File: src/rtl/lcd_mem_pkg.sv
// lcd_mem_pkg: shared widths and size helpers for the LCD byte FIFO and its RAM.
package lcd_mem_pkg;
    localparam int DEF_DATA_W = 8;
    localparam int DEF_ADDR_W = 4;

    function automatic int depth(input int addr_w);
        return 1 << addr_w;
    endfunction

    function automatic int cnt_w(input int addr_w);
        return addr_w + 1;
    endfunction
endpackage

File: src/rtl/ram_fifo_if.sv
// ram_fifo_if: producer/consumer handshake bundle of the FIFO; error flags exist only with RAM_FIFO_ERR_EN.
interface ram_fifo_if
    import lcd_mem_pkg::*;
#(
    parameter int DATA_W = DEF_DATA_W,
    parameter int ADDR_W = DEF_ADDR_W
);
    logic                       wr_en;
    logic [DATA_W-1:0]          wr_data;
    logic                       rd_en;
    logic [DATA_W-1:0]          rd_data;
    logic                       rd_valid;
    logic                       full;
    logic                       empty;
    logic                       almost_full;
    logic [cnt_w(ADDR_W)-1:0]   count;
`ifdef RAM_FIFO_ERR_EN
    logic                       err_clr;
    logic                       overflow;
    logic                       underflow;

    modport master (
        output wr_en, wr_data, rd_en, err_clr,
        input  rd_data, rd_valid, full, empty, almost_full, count, overflow, underflow
    );
    modport slave (
        input  wr_en, wr_data, rd_en, err_clr,
        output rd_data, rd_valid, full, empty, almost_full, count, overflow, underflow
    );
`else
    modport master (
        output wr_en, wr_data, rd_en,
        input  rd_data, rd_valid, full, empty, almost_full, count
    );
    modport slave (
        input  wr_en, wr_data, rd_en,
        output rd_data, rd_valid, full, empty, almost_full, count
    );
`endif
endinterface

File: src/rtl/ram_fifo_dp.sv
// ram_dp: simple dual-port RAM, one write port, one read port with registered address; storage not reset.
module ram_dp
    import lcd_mem_pkg::*;
#(
    parameter int DATA_W = DEF_DATA_W,
    parameter int ADDR_W = DEF_ADDR_W
) (
    input  logic              clk,
    input  logic              we,
    input  logic [ADDR_W-1:0] waddr,
    input  logic [DATA_W-1:0] wdata,
    input  logic              re,
    input  logic [ADDR_W-1:0] raddr,
    output logic [DATA_W-1:0] rdata
);
    logic [DATA_W-1:0] mem [depth(ADDR_W)];
    logic [ADDR_W-1:0] raddr_q;

    // write port: store on we
    always_ff @(posedge clk)
        if (we) mem[waddr] <= wdata;

    // read port: latch the address so data appears the cycle after the request
    always_ff @(posedge clk)
        if (re) raddr_q <= raddr;

    assign rdata = mem[raddr_q];
endmodule

File: src/rtl/ram_fifo.sv
// ram_fifo: synchronous FIFO over ram_dp with count, full/empty/almost_full; sticky overflow/underflow when RAM_FIFO_ERR_EN is defined.
module ram_fifo
    import lcd_mem_pkg::*;
#(
    parameter int DATA_W   = DEF_DATA_W,
    parameter int ADDR_W   = DEF_ADDR_W,
    parameter int AFULL_TH = 12
) (
    input  logic       clk,
    input  logic       rst,
    ram_fifo_if.slave  bus
);
    localparam int DEPTH = depth(ADDR_W);
    localparam int CW    = cnt_w(ADDR_W);

    logic [ADDR_W-1:0] wr_ptr, rd_ptr;
    logic [CW-1:0]     cnt, cnt_nxt;
    logic              full_q, empty_q, afull_q, rd_valid_q;
    logic [DATA_W-1:0] ram_q, hold_q;
    logic              wr_acc, rd_acc;

    assign wr_acc = bus.wr_en & ~full_q;
    assign rd_acc = bus.rd_en & ~empty_q;

    ram_dp #(.DATA_W(DATA_W), .ADDR_W(ADDR_W)) u_ram (
        .clk   (clk),
        .we    (wr_acc),
        .waddr (wr_ptr),
        .wdata (bus.wr_data),
        .re    (rd_acc),
        .raddr (rd_ptr),
        .rdata (ram_q)
    );

    // next occupancy; flags are registered from it so they move with count
    always_comb cnt_nxt = cnt + CW'(wr_acc) - CW'(rd_acc);

    // pointers, occupancy, flags and read-valid pulse
    always_ff @(posedge clk or posedge rst)
        if (rst) begin
            wr_ptr     <= '0;
            rd_ptr     <= '0;
            cnt        <= '0;
            full_q     <= 1'b0;
            empty_q    <= 1'b1;
            afull_q    <= 1'b0;
            rd_valid_q <= 1'b0;
        end else begin
            if (wr_acc) wr_ptr <= wr_ptr + ADDR_W'(1);
            if (rd_acc) rd_ptr <= rd_ptr + ADDR_W'(1);
            cnt        <= cnt_nxt;
            full_q     <= cnt_nxt == CW'(DEPTH);
            empty_q    <= cnt_nxt == '0;
            afull_q    <= cnt_nxt >= CW'(AFULL_TH);
            rd_valid_q <= rd_acc;
        end

    // keep the last delivered word so rd_data holds between reads
    always_ff @(posedge clk or posedge rst)
        if (rst) hold_q <= '0;
        else if (rd_valid_q) hold_q <= ram_q;

    assign bus.rd_data     = rd_valid_q ? ram_q : hold_q;
    assign bus.rd_valid    = rd_valid_q;
    assign bus.full        = full_q;
    assign bus.empty       = empty_q;
    assign bus.almost_full = afull_q;
    assign bus.count       = cnt;

`ifdef RAM_FIFO_ERR_EN
    logic ovf_q, unf_q;

    // sticky error flags; a new event in the clearing cycle keeps the flag set
    always_ff @(posedge clk or posedge rst)
        if (rst) begin
            ovf_q <= 1'b0;
            unf_q <= 1'b0;
        end else begin
            ovf_q <= (bus.wr_en & full_q) | (ovf_q & ~bus.err_clr);
            unf_q <= (bus.rd_en & empty_q) | (unf_q & ~bus.err_clr);
        end

    assign bus.overflow  = ovf_q;
    assign bus.underflow = unf_q;
`endif
endmodule

File: src/flat_wrapper.sv
// flat-port wrapper written by rule: the top's interface ports become plain ports
module ram_fifo_flat import lcd_mem_pkg::*;
#(
    parameter int DATA_W   = DEF_DATA_W,
    parameter int ADDR_W   = DEF_ADDR_W,
    parameter int AFULL_TH = 12
)
  (clk, rst, bus_wr_en, bus_wr_data, bus_rd_en, bus_rd_data, bus_rd_valid, bus_full, bus_empty, bus_almost_full, bus_count);
  ram_fifo_if #(.DATA_W(DATA_W), .ADDR_W(ADDR_W)) bus_i ();
  input  logic clk;
  input  logic rst;
  input wire logic [$bits(bus_i.wr_en)-1:0] bus_wr_en;
  input wire logic [$bits(bus_i.wr_data)-1:0] bus_wr_data;
  input wire logic [$bits(bus_i.rd_en)-1:0] bus_rd_en;
  output wire logic [$bits(bus_i.rd_data)-1:0] bus_rd_data;
  output wire logic [$bits(bus_i.rd_valid)-1:0] bus_rd_valid;
  output wire logic [$bits(bus_i.full)-1:0] bus_full;
  output wire logic [$bits(bus_i.empty)-1:0] bus_empty;
  output wire logic [$bits(bus_i.almost_full)-1:0] bus_almost_full;
  output wire logic [$bits(bus_i.count)-1:0] bus_count;
  assign bus_i.wr_en = bus_wr_en;
  assign bus_i.wr_data = bus_wr_data;
  assign bus_i.rd_en = bus_rd_en;
  assign bus_rd_data = bus_i.rd_data;
  assign bus_rd_valid = bus_i.rd_valid;
  assign bus_full = bus_i.full;
  assign bus_empty = bus_i.empty;
  assign bus_almost_full = bus_i.almost_full;
  assign bus_count = bus_i.count;
  ram_fifo #(.DATA_W(DATA_W), .ADDR_W(ADDR_W), .AFULL_TH(AFULL_TH)) u_core (.clk(clk), .rst(rst), .bus(bus_i));
endmodule
File: config.mk
export PLATFORM = sky130hd
export DESIGN_NAME = ram_fifo_flat
export DESIGN_NICKNAME = d
export VERILOG_FILES = /design/src/rtl/lcd_mem_pkg.sv /design/src/rtl/ram_fifo_if.sv /design/src/rtl/ram_fifo_dp.sv /design/src/rtl/ram_fifo.sv /design/src/flat_wrapper.sv
export SDC_FILE = /design/constraint.sdc
export NUM_CORES = 1
export LEC_CHECK = 0
export ABC_AREA = 0
export BUFFER_PORTS_ARGS = -buffer_cell sky130_fd_sc_hd__buf_2
export CORE_MARGIN = 3
export CORE_UTILIZATION = 55
export DETAILED_ROUTE_END_ITERATION = 10
export GPL_ROUTABILITY_DRIVEN = 0
export PLACE_DENSITY = 0.78
export SLEW_MARGIN = 20
export SYNTH_ARGS = -nofsm -noshare
export SYNTH_HDL_FRONTEND = slang
export SYNTH_SLANG_ARGS = --single-unit
File: constraint.sdc
create_clock -name clk -period 5.5 [get_ports clk]
set_clock_uncertainty 0.1 [all_clocks]
set_input_delay 0.55 -clock clk [delete_from_list [all_inputs] [get_ports clk]]
set_output_delay 0.55 -clock clk [all_outputs]
set_load 0.05 [all_outputs]
==> results.md <==
- Xor-xnor portion of the synthesized cell area: 0.0124
- Clock transition at path regs: about 0.06 ns
- Portion of synthesized cell area occupied by the leading cell type: 0.621
- Sequential fraction of the synthesis area: 0.732
- Largest area contributor in the netlist: edfxtp_1
- Vertical die dimension: 114 um
- Crit share post-route: 0.592
- First-pass GRT wire length: roughly 18 mm
- Leading post-synthesis cells by cell area: edfxtp_1 (62%), dfrtp_1 (9.4%), mux4_1 (7.0%), mux4_2 (5.3%), mux2_2 (2.3%)
- Number of synthesized register bits: roughly 160
- Final max-slew violation count: 0
- Number of distinct standard cells referenced by the synthesized netlist: 34
- Setup repair after global routing missed its margin: no
- Total detailed-routing wirelength: roughly 11 mm
- Slew margin rel.: 0.466
- Critical Setup Path Class: register to output pin
- Cell with the most instances after synthesis: edfxtp_1
- Syn Area/Cell: between 15 and 20 um^2
- Post-route DRC: 0
- Simple logic cell fraction of the synthesized area: 0.0333
- CTS Buffer Depth: 2
- Buffers on Ports: 28
- Tightest Hold Check Type: input pin to asynchronous set/reset pin
- Net count of the finished layout: 380
- Leading register cell type out of synthesis: edfxtp_1
- Number of global-route vias before repair: 3201
- Total congestion overflow after global routing: 0
- Antenna violations before repair: 0
- Violation count after the first detailed-routing iteration: ~290
- Yosys synthesis warning count: 0
- Sum of negative setup slack: 0 ns
- Post-Layout Inst Area: approximately 0.0072 mm^2
- Cells after Synth: 323
- Number of endpoints with negative hold slack in the final report: 0
- EDFF count, synth: about 130
- Result of the run: finished, final reports clean
- Sink count of the clock tree: roughly 160
- Pin count of the biggest net entering global routing: 33
- Max-capacitance violation count: 0
- Worst slack after detailed placement: approximately 2.0 ns
- Resized cells post-CTS: 0
- Starting density of the core: 0.576
- Highest ir drop seen on vdd: 678 uV
- Data required time at the worst endpoint: just under 5 ns
- Multiplexer fraction of the synthesized cell area: 0.146
- Maximum level of the CTS H-tree: 4
- Final routed wire length divided by cell count: 22.4 um
- Power density relative to cell area: 577 mW/mm^2
- Area delta synth->final: 12.3%
- Async set-or-reset flop fraction in the synthesized netlist: 0.155
- CTS Hold Buffers Added: 0
- Nets in the synthesized netlist: between 300 and 400
- Die ar.: 0.0129 mm^2
- Fraction of final layout cells sized beyond drive strength 1: 0.241
- Category of the worst setup path launch point: register
- Global routing usage summed across all routing layers: 0.190
- Number of optimization iterations in the first detailed-route pass: 4
- # setup viols final: 0
- Post-route minimum period: approximately 3.3 ns
- Final WS setup: ~2.2 ns
- Endpoint class of the critical path: output pin
- Placed inst area: 0.00661 mm^2
- Adder-cell share of the synthesized area: 0.0227
- HPWL after DPL: about 7.0 mm
- Worst Max-Slew Pin Slew: around 0.8 ns
- Clock tree from TritonCTS: done
- Worst-path fanout max: 32
- Largest family of logic cells by synthesized area: multiplexers
- Buffers inserted by post-CTS timing repair: 0
- Clock insertion delay at the later pin of the skew report: approximately 0.4 ns
- Netlist Area Pre-Place: 0.00638 mm^2
- Post-DR vias/cell: 5.98
- Number of top-level pins: 29
- CTS root buf: clkbuf_16
- Most frequent cells after synthesis: edfxtp_1 (132), dfrtp_1 (24), mux4_1 (17), o22ai_1 (17), and2_1 (16)
- Remaining antenna violation count after routing: 0
- Count of vias placed by the detailed router: between 3k and 4k
- Count of filler cells inserted in the layout: between 700 and 800
- TritonCTS buffer count: 17
- Floorplan row count: 38
- Leakage power figure: about 2.6 nW
- Width of the chip: around 110 um
- CORE AREA: between 0.01 and 0.015 mm^2
- Compound-gate portion of the synthesized area: 0.0288
- Highest Clock Rate: between 300 and 400 MHz
- Data arrival time of the critical path: ~2.6 ns
- Diode count: 0
[area by class of cell]
| class | instances | area (um^2) | share of cell area |
|---|---|---|---|
| flip-flops and latches | 161 | 4670 | 0.652 |
| multi-input cells | 132 | 1550 | 0.217 |
| clock buffers | 20 | 437 | 0.0609 |
| well taps | 140 | 175 | 0.0244 |
| repair buffers | 30 | 155 | 0.0217 |
| clock inverters | 12 | 118 | 0.0164 |
| inverters | 15 | 56.3 | 0.00786 |
[registers in the layout, summed over array words and instances, names as in the netlist, 4 cells and up, named ones only]
name and cells:
u_core.bus.count 5, u_core.u_ram.raddr_q 4, u_core.hold_q 8, u_core.u_ram.mem 128, u_core.rd_ptr 4, u_core.wr_ptr 4
[layer usage]
layer / global-route usage / wire length, um
met1: 0.259 / 4850
met4: 0.0681 / 132
met2: 0.302 / 5750
met3: 0.0509 / 677
met5: 0 / 0
[where the power goes]
part           total, mW  internal [mW]  switching (mW)
clock               1.10          0.660           0.438
sequential          1.68           1.55           0.130
combinational       1.36          0.522           0.836
[critical path: stages, from the launching register on]
cell and delay (ns):
dfxtp_1 0.31, buf_4 0.43, mux4_1 0.63, mux2_2 0.29, o22ai_1 0.14, a21oi_1 0.11
buf_2 0.28
[logic make-up after synthesis]
kind of cell,after synthesis
compound gates,31
buf+inv,30
mux,45
fa+ha+maj,11
simple gates,36
flops,161
xor+xnor,9
[worst paths after layout]
| check | start | to | slack [ns] | cells after the start |
|---|---|---|---|---|
| min | rst | u_core.wr_ptr[2] | 0.10 | 2 |
| min reg2reg | u_core.u_ram.raddr_q[2] | register | 0.38 | 1 |
| max | register | bus_rd_data[0] | 2.24 | 6 |
| max reg2reg | u_core.bus.empty | u_core.bus.full | 2.65 | 10 |
| max in group asynchronous | rst | u_core.rd_ptr[2] | 4.80 | 2 |
| min in group clk | u_core.u_ram.raddr_q[2] | register | 0.38 | 1 |
[placed cells by master, fill, tap and decap left out, types with 2 or more instances in the layout]
| cell | instances |
|---|---|
| a21oi_1 | 10 |
| and2_1 | 16 |
| and3_1 | 2 |
| buf_2 | 28 |
| buf_4 | 2 |
| bufinv_16 | 2 |
| clkbuf_1 | 3 |
| clkbuf_16 | 17 |
| clkinv_1 | 2 |
| clkinv_2 | 4 |
| clkinvlp_4 | 4 |
| dfrtp_1 | 24 |
| dfxtp_1 | 4 |
| edfxtp_1 | 132 |
| ha_1 | 10 |
| inv_1 | 14 |
| mux2_2 | 13 |
| mux4_1 | 17 |
| mux4_2 | 15 |
| nand2_1 | 5 |
| nand4_1 | 2 |
| nor2_1 | 2 |
| nor2b_1 | 2 |
| o21ai_0 | 2 |
| o22ai_1 | 17 |
| xnor2_1 | 5 |
| xor2_1 | 4 |
[stage by stage]
step	cells	power, mW	utilization	hold slack [ns]
CTS	510	4.16	0.647	0.307
finish	510	4.13	0.647	0.102
global route	510	4.32	0.647	0.142
floorplan	323	2.76	-	0.349
detailed placement	478	3.06	0.597	0.362
global placement	478	3.01	0.597	0.361
Power figures use the tool's default switching activity.
